### src/rtl/regfile_wb_arbiter_if.sv
// Write-back arbiter bus: ALU (A) and multi-cycle (B) write-back requests,
// decode-stage issue/source fields, register-file write port and scoreboard outputs.
interface regfile_wb_arbiter_if;
    logic        a_valid;
    logic [4:0]  a_rd;
    logic [31:0] a_data;
    logic        a_ready;

    logic        b_valid;
    logic [4:0]  b_rd;
    logic [31:0] b_data;
    logic        b_ready;

    logic        issue_valid;
    logic [4:0]  issue_rd;
    logic [4:0]  rs;
    logic [4:0]  rt;

    logic        wb_we;
    logic [4:0]  wb_rd;
    logic [31:0] wb_data;
    logic        hazard;
    logic [31:0] busy;

    modport master (
        output a_valid, a_rd, a_data, b_valid, b_rd, b_data,
               issue_valid, issue_rd, rs, rt,
        input  a_ready, b_ready, wb_we, wb_rd, wb_data, hazard, busy
    );

    modport slave (
        input  a_valid, a_rd, a_data, b_valid, b_rd, b_data,
               issue_valid, issue_rd, rs, rt,
        output a_ready, b_ready, wb_we, wb_rd, wb_data, hazard, busy
    );
endinterface

### src/rtl/regfile_wb_arbiter.sv
// Shares the register-file write port between the ALU and the multi-cycle unit,
// with starvation protection for the multi-cycle side and a busy-register scoreboard.
module regfile_wb_arbiter #(
    parameter int unsigned STARVE_LIMIT = 4
) (
    input logic            clock,
    input logic            reset,
    regfile_wb_arbiter_if.slave bus
);

    logic [3:0]  starve_cnt;
    logic        starve_mode;
    logic        a_acc;
    logic        b_acc;
    logic [31:0] busy;
    logic [31:0] busy_next;

    always_comb begin
        starve_mode = (starve_cnt == 4'(STARVE_LIMIT));
        bus.a_ready = !starve_mode;
        bus.b_ready = starve_mode || !bus.a_valid;
        a_acc       = bus.a_valid && bus.a_ready;
        b_acc       = bus.b_valid && bus.b_ready;
    end

    always_ff @(posedge clock or posedge reset) begin
        if (reset) begin
            bus.wb_we   <= 1'b0;
            bus.wb_rd   <= '0;
            bus.wb_data <= '0;
        end else if (a_acc) begin
            bus.wb_we   <= (bus.a_rd != '0);
            bus.wb_rd   <= bus.a_rd;
            bus.wb_data <= bus.a_data;
        end else if (b_acc) begin
            bus.wb_we   <= (bus.b_rd != '0);
            bus.wb_rd   <= bus.b_rd;
            bus.wb_data <= bus.b_data;
        end else begin
            bus.wb_we   <= 1'b0;
        end
    end

    always_ff @(posedge clock or posedge reset) begin
        if (reset) begin
            starve_cnt <= '0;
        end else if (!bus.b_valid || b_acc) begin
            starve_cnt <= '0;
        end else if (!starve_mode) begin
            starve_cnt <= starve_cnt + 4'd1;
        end
    end

    // Issue is applied after the clear so a same-register set/clear leaves it busy.
    always_comb begin
        busy_next = busy;
        if (b_acc) begin
            busy_next[bus.b_rd] = 1'b0;
        end
        if (bus.issue_valid) begin
            busy_next[bus.issue_rd] = 1'b1;
        end
        busy_next[0] = 1'b0;
    end

    always_ff @(posedge clock or posedge reset) begin
        if (reset) begin
            busy <= '0;
        end else begin
            busy <= busy_next;
        end
    end

    always_comb begin
        bus.busy   = busy;
        bus.hazard = ((bus.rs != '0) && busy[bus.rs]) ||
                     ((bus.rt != '0) && busy[bus.rt]) ||
                     (bus.issue_valid && busy[bus.issue_rd]);
    end

endmodule

### src/flat_wrapper.sv
// flat-port wrapper written by rule: the top's interface ports become plain ports
module regfile_wb_arbiter_flat 
#(
    parameter int unsigned STARVE_LIMIT = 4
)
  (clock, reset, bus_a_valid, bus_a_rd, bus_a_data, bus_b_valid, bus_b_rd, bus_b_data, bus_issue_valid, bus_issue_rd, bus_rs, bus_rt, bus_a_ready, bus_b_ready, bus_wb_we, bus_wb_rd, bus_wb_data, bus_hazard, bus_busy);
  regfile_wb_arbiter_if bus_i ();
  input logic clock;
  input logic reset;
  input wire logic [$bits(bus_i.a_valid)-1:0] bus_a_valid;
  input wire logic [$bits(bus_i.a_rd)-1:0] bus_a_rd;
  input wire logic [$bits(bus_i.a_data)-1:0] bus_a_data;
  input wire logic [$bits(bus_i.b_valid)-1:0] bus_b_valid;
  input wire logic [$bits(bus_i.b_rd)-1:0] bus_b_rd;
  input wire logic [$bits(bus_i.b_data)-1:0] bus_b_data;
  input wire logic [$bits(bus_i.issue_valid)-1:0] bus_issue_valid;
  input wire logic [$bits(bus_i.issue_rd)-1:0] bus_issue_rd;
  input wire logic [$bits(bus_i.rs)-1:0] bus_rs;
  input wire logic [$bits(bus_i.rt)-1:0] bus_rt;
  output wire logic [$bits(bus_i.a_ready)-1:0] bus_a_ready;
  output wire logic [$bits(bus_i.b_ready)-1:0] bus_b_ready;
  output wire logic [$bits(bus_i.wb_we)-1:0] bus_wb_we;
  output wire logic [$bits(bus_i.wb_rd)-1:0] bus_wb_rd;
  output wire logic [$bits(bus_i.wb_data)-1:0] bus_wb_data;
  output wire logic [$bits(bus_i.hazard)-1:0] bus_hazard;
  output wire logic [$bits(bus_i.busy)-1:0] bus_busy;
  assign bus_i.a_valid = bus_a_valid;
  assign bus_i.a_rd = bus_a_rd;
  assign bus_i.a_data = bus_a_data;
  assign bus_i.b_valid = bus_b_valid;
  assign bus_i.b_rd = bus_b_rd;
  assign bus_i.b_data = bus_b_data;
  assign bus_i.issue_valid = bus_issue_valid;
  assign bus_i.issue_rd = bus_issue_rd;
  assign bus_i.rs = bus_rs;
  assign bus_i.rt = bus_rt;
  assign bus_a_ready = bus_i.a_ready;
  assign bus_b_ready = bus_i.b_ready;
  assign bus_wb_we = bus_i.wb_we;
  assign bus_wb_rd = bus_i.wb_rd;
  assign bus_wb_data = bus_i.wb_data;
  assign bus_hazard = bus_i.hazard;
  assign bus_busy = bus_i.busy;
  regfile_wb_arbiter #(.STARVE_LIMIT(STARVE_LIMIT)) u_core (.clock(clock), .reset(reset), .bus(bus_i));
endmodule
### config.mk
export PLATFORM = sky130hd
export DESIGN_NAME = regfile_wb_arbiter_flat
export DESIGN_NICKNAME = d
export VERILOG_FILES = /design/src/rtl/regfile_wb_arbiter_if.sv /design/src/rtl/regfile_wb_arbiter.sv /design/src/flat_wrapper.sv
export SDC_FILE = /design/constraint.sdc
export NUM_CORES = 1
export LEC_CHECK = 0
export CORE_ASPECT_RATIO = 2
export CORE_MARGIN = 3
export CORE_UTILIZATION = 47
export DETAILED_ROUTE_END_ITERATION = 16
export GPL_ROUTABILITY_DRIVEN = 0
export PLACE_DENSITY_LB_ADDON = 0.25
export SLEW_MARGIN = 20
export SYNTH_ARGS = -nofsm -noshare
export SYNTH_HDL_FRONTEND = slang
export SYNTH_SLANG_ARGS = --single-unit
### constraint.sdc
create_clock -name clock -period 4.3 [get_ports clock]
set_input_delay 0.86 -clock clock [delete_from_list [all_inputs] [get_ports clock]]
set_output_delay 0.86 -clock clock [all_outputs]
set_load 0.005 [all_outputs]
== Word-level counts from Yosys, hierarchy flattened ==
Cells that the tools add are included.
Storage, ports and cells
  bits in registers: 73
  output and inout port bits: 73
  input bits: 94
  logic and storage cells: 56
Cells by class
  magnitude comparators: 6
  eq/ne operators: 2
  bitwise operators: 3
  $add $sub $neg: 1
  muxes and demuxes: 20
  reductions and logical operators: 19
Operator list (count)
  32-bit 2-to-1 mux: 4
  32-bit AND: 1
  32-bit NOT: 1
  32-bit OR: 1
  5-bit by 6-bit < comparator with 1-bit output, second input constant: 4
  5-bit nonzero test: 4
  1-bit binary-select mux with 5-bit select: 3
  1-bit demux with 5-bit select: 2
  5-bit by 1-bit greater-or-equal comparator with 1-bit output, second input constant: 2
  5-bit 2-to-1 mux: 2
  4-bit 2-to-1 mux: 2
  1-bit logical AND: 7
  1-bit 2-to-1 mux: 7
  4-bit by 1-bit adder with 4-bit output, second input constant: 1
  4-bit by 3-bit equality test with 1-bit output, second input constant: 1
  1-bit logical OR: 4
  1-bit logical NOT: 3
  2-bit != test, second input constant: 1
  2-bit nonzero test: 1

== Depth between registers and ports, before layout ==
  depth in word-level cells: 9
  depth in mapped cells: 9
  depth with buffers taken out: 8

== Worst setup path after synthesis ==
Ideal clock, no wire load.
  path kind: input to output
  from: input bus_issue_rd[1]
  to: output bus_hazard
  data required time: 3.440 ns
  data arrival time: 2.447 ns
  path buffers: 2
  slack: 0.993 ns
  stages: 7
  cells stage by stage: buf_2 > buf_1 > mux2i_1 > o22ai_1 > o21ai_0 > o2111ai_1 > a2111o_1
On the way
  longest elaborated chain between the ends: 4
Ends and longest elaborated chain
  from (decl): line flat_wrapper.sv:17  | input wire logic [$bits(bus_i.issue_rd)-1:0] bus_issue_rd;
  1-bit binary-select mux with 5-bit select: line regfile_wb_arbiter.sv:78  | (bus.issue_valid && busy[bus.issue_rd]);
  1-bit 2-to-1 mux (implied by the code): line regfile_wb_arbiter.sv:78
  1-bit logical AND: line regfile_wb_arbiter.sv:78
  1-bit logical OR: line regfile_wb_arbiter.sv:77  | ((bus.rt != '0) && busy[bus.rt]) ||
  to (decl): line flat_wrapper.sv:25  | output wire logic [$bits(bus_i.hazard)-1:0] bus_hazard;
No other way between the ends. The select of a mux whose other input is x is not followed.

== Final worst setup path ==
  from: input bus_rs[2]
  to: output bus_hazard
On the way
  longest elaborated chain between the ends: 5
  elaborated cells between the ends (all ways): 6
  those cells by class: 2 x mux; 4 x reduce/logical
Ends and longest elaborated chain
  from (decl): line flat_wrapper.sv:18  | input wire logic [$bits(bus_i.rs)-1:0] bus_rs;
  1-bit binary-select mux with 5-bit select: line regfile_wb_arbiter.sv:76  | bus.hazard = ((bus.rs != '0) && busy[bus.rs]) ||
  1-bit 2-to-1 mux (implied by the code): line regfile_wb_arbiter.sv:76
  1-bit logical AND (*): line regfile_wb_arbiter.sv:76
  1-bit logical OR (*): line regfile_wb_arbiter.sv:76
  1-bit logical OR (*): line regfile_wb_arbiter.sv:77
Mark *: on every way between the ends. The rest lies on a longest branch, timed or not. The select of a mux whose other input is x is not followed.

==> metrics.log <==
INFO  metric finClkSkew = 0.005290 ns
INFO  metric fraction_of_the_mapped_netlist_area_in_compound_gates = 15.65%
INFO  metric placed_cell_area = between 5000 and 6000 um2
INFO  metric crit_path_frequent_cell = clkdlybuf4s50_1
INFO  metric layout_worst_path_cycle_share = between 90% and 100%
INFO  metric cts_max_level = 3
INFO  metric max_freq = around 240 MHz
INFO  metric hold_path_startpoint = u_core.starve_cnt[0]
INFO  metric total_switching_power = 0.0006613 W
INFO  metric initialDrtViolationCount = 340
INFO  metric drc = 0
INFO  metric timing.critical_path.to_type = output pin
INFO  metric floorplan.rows = 47
INFO  metric min_path_type = flip-flop to flip-flop
INFO  metric dp_hpwl = approximately 11000 um
INFO  metric crit_path_cells = clkdlybuf4s50_1 > buf_4 > mux4_2 > mux2i_1 > nor3b_1 > or3_1 > a2111o_1 > clkdlybuf4s50_1
INFO  metric design_power_total = about 0.0024 W
INFO  metric grt_antenna_before_repair = 0
INFO  metric vias = 4003
INFO  metric rrSetupSlack = about 1.8 ns
INFO  metric synth-seq-cells = 73
INFO  metric yosys_warnings = 0
INFO  metric port_buffers = between 150 and 200
INFO  metric largest_family_of_logic_cells_by_synthesized_area = multiplexers
INFO  metric crit_path_top_delay_cell = clkdlybuf4s50_1
INFO  metric cpPeakStageDelay = a little under 0.6 ns
INFO  metric initial_core_util = 49.07%
INFO  metric die_outline_height = ~140 um
INFO  metric worst_setup_hold_path_clk_slew = 0.06 ns
INFO  metric post_layout_net_count = 660
INFO  metric r2r_end = u_core.bus.busy[25]
INFO  metric synth-simple-area-share = between 10% and 20%
INFO  metric relSlewSlack = between 40 and 50%
INFO  metric r2r-start = u_core.starve_cnt[0]
INFO  metric unrepaired_setup_endpoints_after_global_routing = false
INFO  metric cts_buffers = 9
INFO  metric wire_per_inst = between 20 and 25 um
INFO  metric combPwrFrac = about 28%
INFO  metric clock_tree_from_tritoncts = done
INFO  metric route.detailed.vias_per_inst = 6.001
INFO  metric placeableCoreArea = 8409 um2
INFO  metric number_of_nets_with_antenna_violations_after_routing = 0
INFO  metric post_cts.repair.setup_buffers = 0
INFO  metric peakVddDrop = 0.2537 mV
INFO  metric grt_overflow_total = 0
INFO  metric cellInternalPower = 0.001705 W
INFO  metric syn_area_per_cell = 10.26 um2
INFO  metric outcome = complete, no violations
INFO  metric syn_area = a little over 4000 um2
INFO  metric critical_path_arrival = 3.32 ns
INFO  metric slew_viol_final = 0
INFO  metric final_layout_size_suffix_gt1_share = 8.612%
INFO  metric synthToLayoutAreaGrowth = 49.24%
INFO  metric synth-adder-area-share = 0.6064%
INFO  metric synth_xor_area_share = 0.4245%
INFO  metric synthesis.instances = about 400
INFO  metric hold_viol = 0
INFO  metric grt_pass1_wl = about 22000 um
INFO  metric clock_insertion_delay_worst_skew = 0.33 ns
INFO  metric dominantRegCellSynth = dfrtp_1
INFO  metric hold-path-cell-count = 1
INFO  metric die_w = 72.26 um
INFO  metric crit_required = 3.44 ns
INFO  metric number_of_antenna_diodes = 0
INFO  metric yosys-mux-area-fraction = 22.04%
INFO  metric clock_power_share = 33.1%
INFO  metric worst-slew-pin-transition = 0.8916 ns
INFO  metric power-per-cell-area = 384.2 nW/um2
INFO  metric seq_power_share = 39.3%
INFO  metric post-route-min-period = 4.180 ns
INFO  metric grt_pass1_vias = 4222
INFO  metric worst_r2r_path_depth = 8
INFO  metric cts.path.max_buffers = 2
INFO  metric die_area = approximately 10000 um2
INFO  metric static-leakage-power = 2.582 nW
INFO  metric max_cap_viol_count = 0
INFO  metric setup_crit_path_kind = primary input to output pin
INFO  metric sinks_on_the_clock_net = 73
INFO  metric drt_wl_total = about 14000 um
INFO  metric drt-pass1-iter-count = 5
INFO  metric cts_hold_buf = 0
INFO  metric synthesis.nets = 498
INFO  metric total_global_route_track_usage = 28.51%
INFO  metric timing.critical_path.from_type = primary input
INFO  metric post-route-cell-area = 6158 um2
INFO  metric synth-async-reset-ratio = 100.0%
INFO  metric critical_path_peak_fanout = 5
INFO  metric switching_share = 27.95%
INFO  metric synth_enable_flop_cells = 0
INFO  metric netlist-cell-type-count = 42
INFO  metric pin_count_of_the_biggest_net_entering_global_routing = between 70 and 80
INFO  metric holdPathEnd = u_core.starve_cnt[0]
INFO  metric sequential_area_share_after_synthesis = ~44%
INFO  metric finalSetupViolations = 0
INFO  metric pin_count = between 150 and 200
INFO  metric fillerInstances = 649
INFO  metric ctsRootBufferMaster = clkbuf_16
## routing by layer
metal  GRT usage [%]  share of wire, %  routed length [um]  vias to the layer above
met5               0                 0                   0                        -
met4           15.56               5.1                 701                        0
met3           7.413               7.6                1054                       50
met2           51.90                55                7661                      228
met1           27.96                32                4396                     1920
li1                -                 -                   -                     1805
## area by class of cell
class | instances | area [um2] | area share, %
multi-input combinational | 299 | 2131 | 34.60
sequential | 73 | 1827 | 29.66
timing repair buffer | 177 | 1750 | 28.42
clock buffer | 10 | 229.0 | 3.718
tap | 98 | 122.6 | 1.991
clock inverter | 6 | 82.58 | 1.341
inverter | 4 | 16.27 | 0.2641
## metrics by stage
step,setup TNS (ns),instances,hold slack (ns),setup slack [ns],utilization (%)
after floorplan,0,402,0.4510,0.9931,-
after global routing,0,667,0.5638,0.02933,73.23
after global placement,0,651,0.4803,0.03973,69.50
after CTS,0,667,0.5198,0.001418,73.19
after detailed placement,-0.009273,651,0.5105,-0.009273,69.50
final,0,667,0.5136,0.1205,73.23
## cell usage after synthesis (all sizes together), types with 2 or more instances
library cell	n	area share [%]
o21ai	103	12
dfrtp	73	44
mux2i	59	14
nand2	43	3.9
clkbuf	15	1.4
mux4	13	7.5
buf	10	1.6
nand3b	9	1.6
nor2	9	0.82
or3b	8	1.7
nand3	7	0.85
o22ai	7	1.1
inv	4	0.36
nand2b	4	0.61
nor3b	4	0.73
nor2b	3	0.45
or3	3	0.45
or4	3	0.55
a21oi	2	0.24
and3	2	0.30
ha	2	0.61
nand4	2	0.30
o31ai	2	0.36
## power by group through the flow
stage	clock (W)	sequential, W	combinational, W
floorplan	0	0.000893	0.000272
global placement	0	0.000937	0.000633
detailed placement	0	0.000936	0.000652
CTS	0.000792	0.000927	0.000656
global route	0.000825	0.000942	0.000710
finish	0.000782	0.000931	0.000653
## placed cells by master (no fill, tap or decap), types with 8 or more instances in the layout
master,synthesis,routed
clkdlybuf4s50_1,0,162
o21ai_0,103,103
dfrtp_1,73,73
mux2i_1,59,59
nand2_1,43,43
buf_4,1,11
nand3b_1,9,9
nor2_1,9,9
mux4_2,9,9
clkbuf_16,0,9
or3b_2,8,8
## critical path: cells and delay by family
family / cells / cell delay, ns
compound gates: 1 / 0.38
mux: 2 / 0.47
buf+inv: 3 / 1.20
simple gates: 2 / 0.40
## how the worst max path moves through the flow
stage                          from    endpoint  slack, ns  depth (start not counted)
global route              bus_rs[2]  bus_hazard       0.03                          8
global placement          bus_rt[0]  bus_hazard       0.04                          7
floorplan           bus_issue_rd[1]  bus_hazard       0.99                          7
CTS                       bus_rt[0]  bus_hazard      0.001                          7
finish                    bus_rs[2]  bus_hazard       0.12                          8
detailed placement        bus_rs[0]  bus_hazard     -0.009                          7
## state kept, by name, indices dropped and copies added, names as in the netlist
| name | flops |
|---|---|
| u_core.bus.wb_data | 32 |
| u_core.bus.busy | 31 |
| u_core.bus.wb_rd | 5 |
| u_core.starve_cnt | 4 |
| u_core.bus.wb_we | 1 |
## logic make-up after synthesis
group | after synthesis
other | 1
muxes | 73
buffers and inverters | 30
xor gates and xnor gates | 2
DFF | 73
adders and majority gates | 2
AOI/OAI and AO/OA | 121
and+or+nand+nor | 100
## repair_timing
item / CTS / global route
setup endpoints to repair: 1 / 1
pin swaps: 0 / 0
gates resized for setup: 1 / 1
gates cloned: 0 / 0
Note: power is estimated with default switching activity, not from simulation.
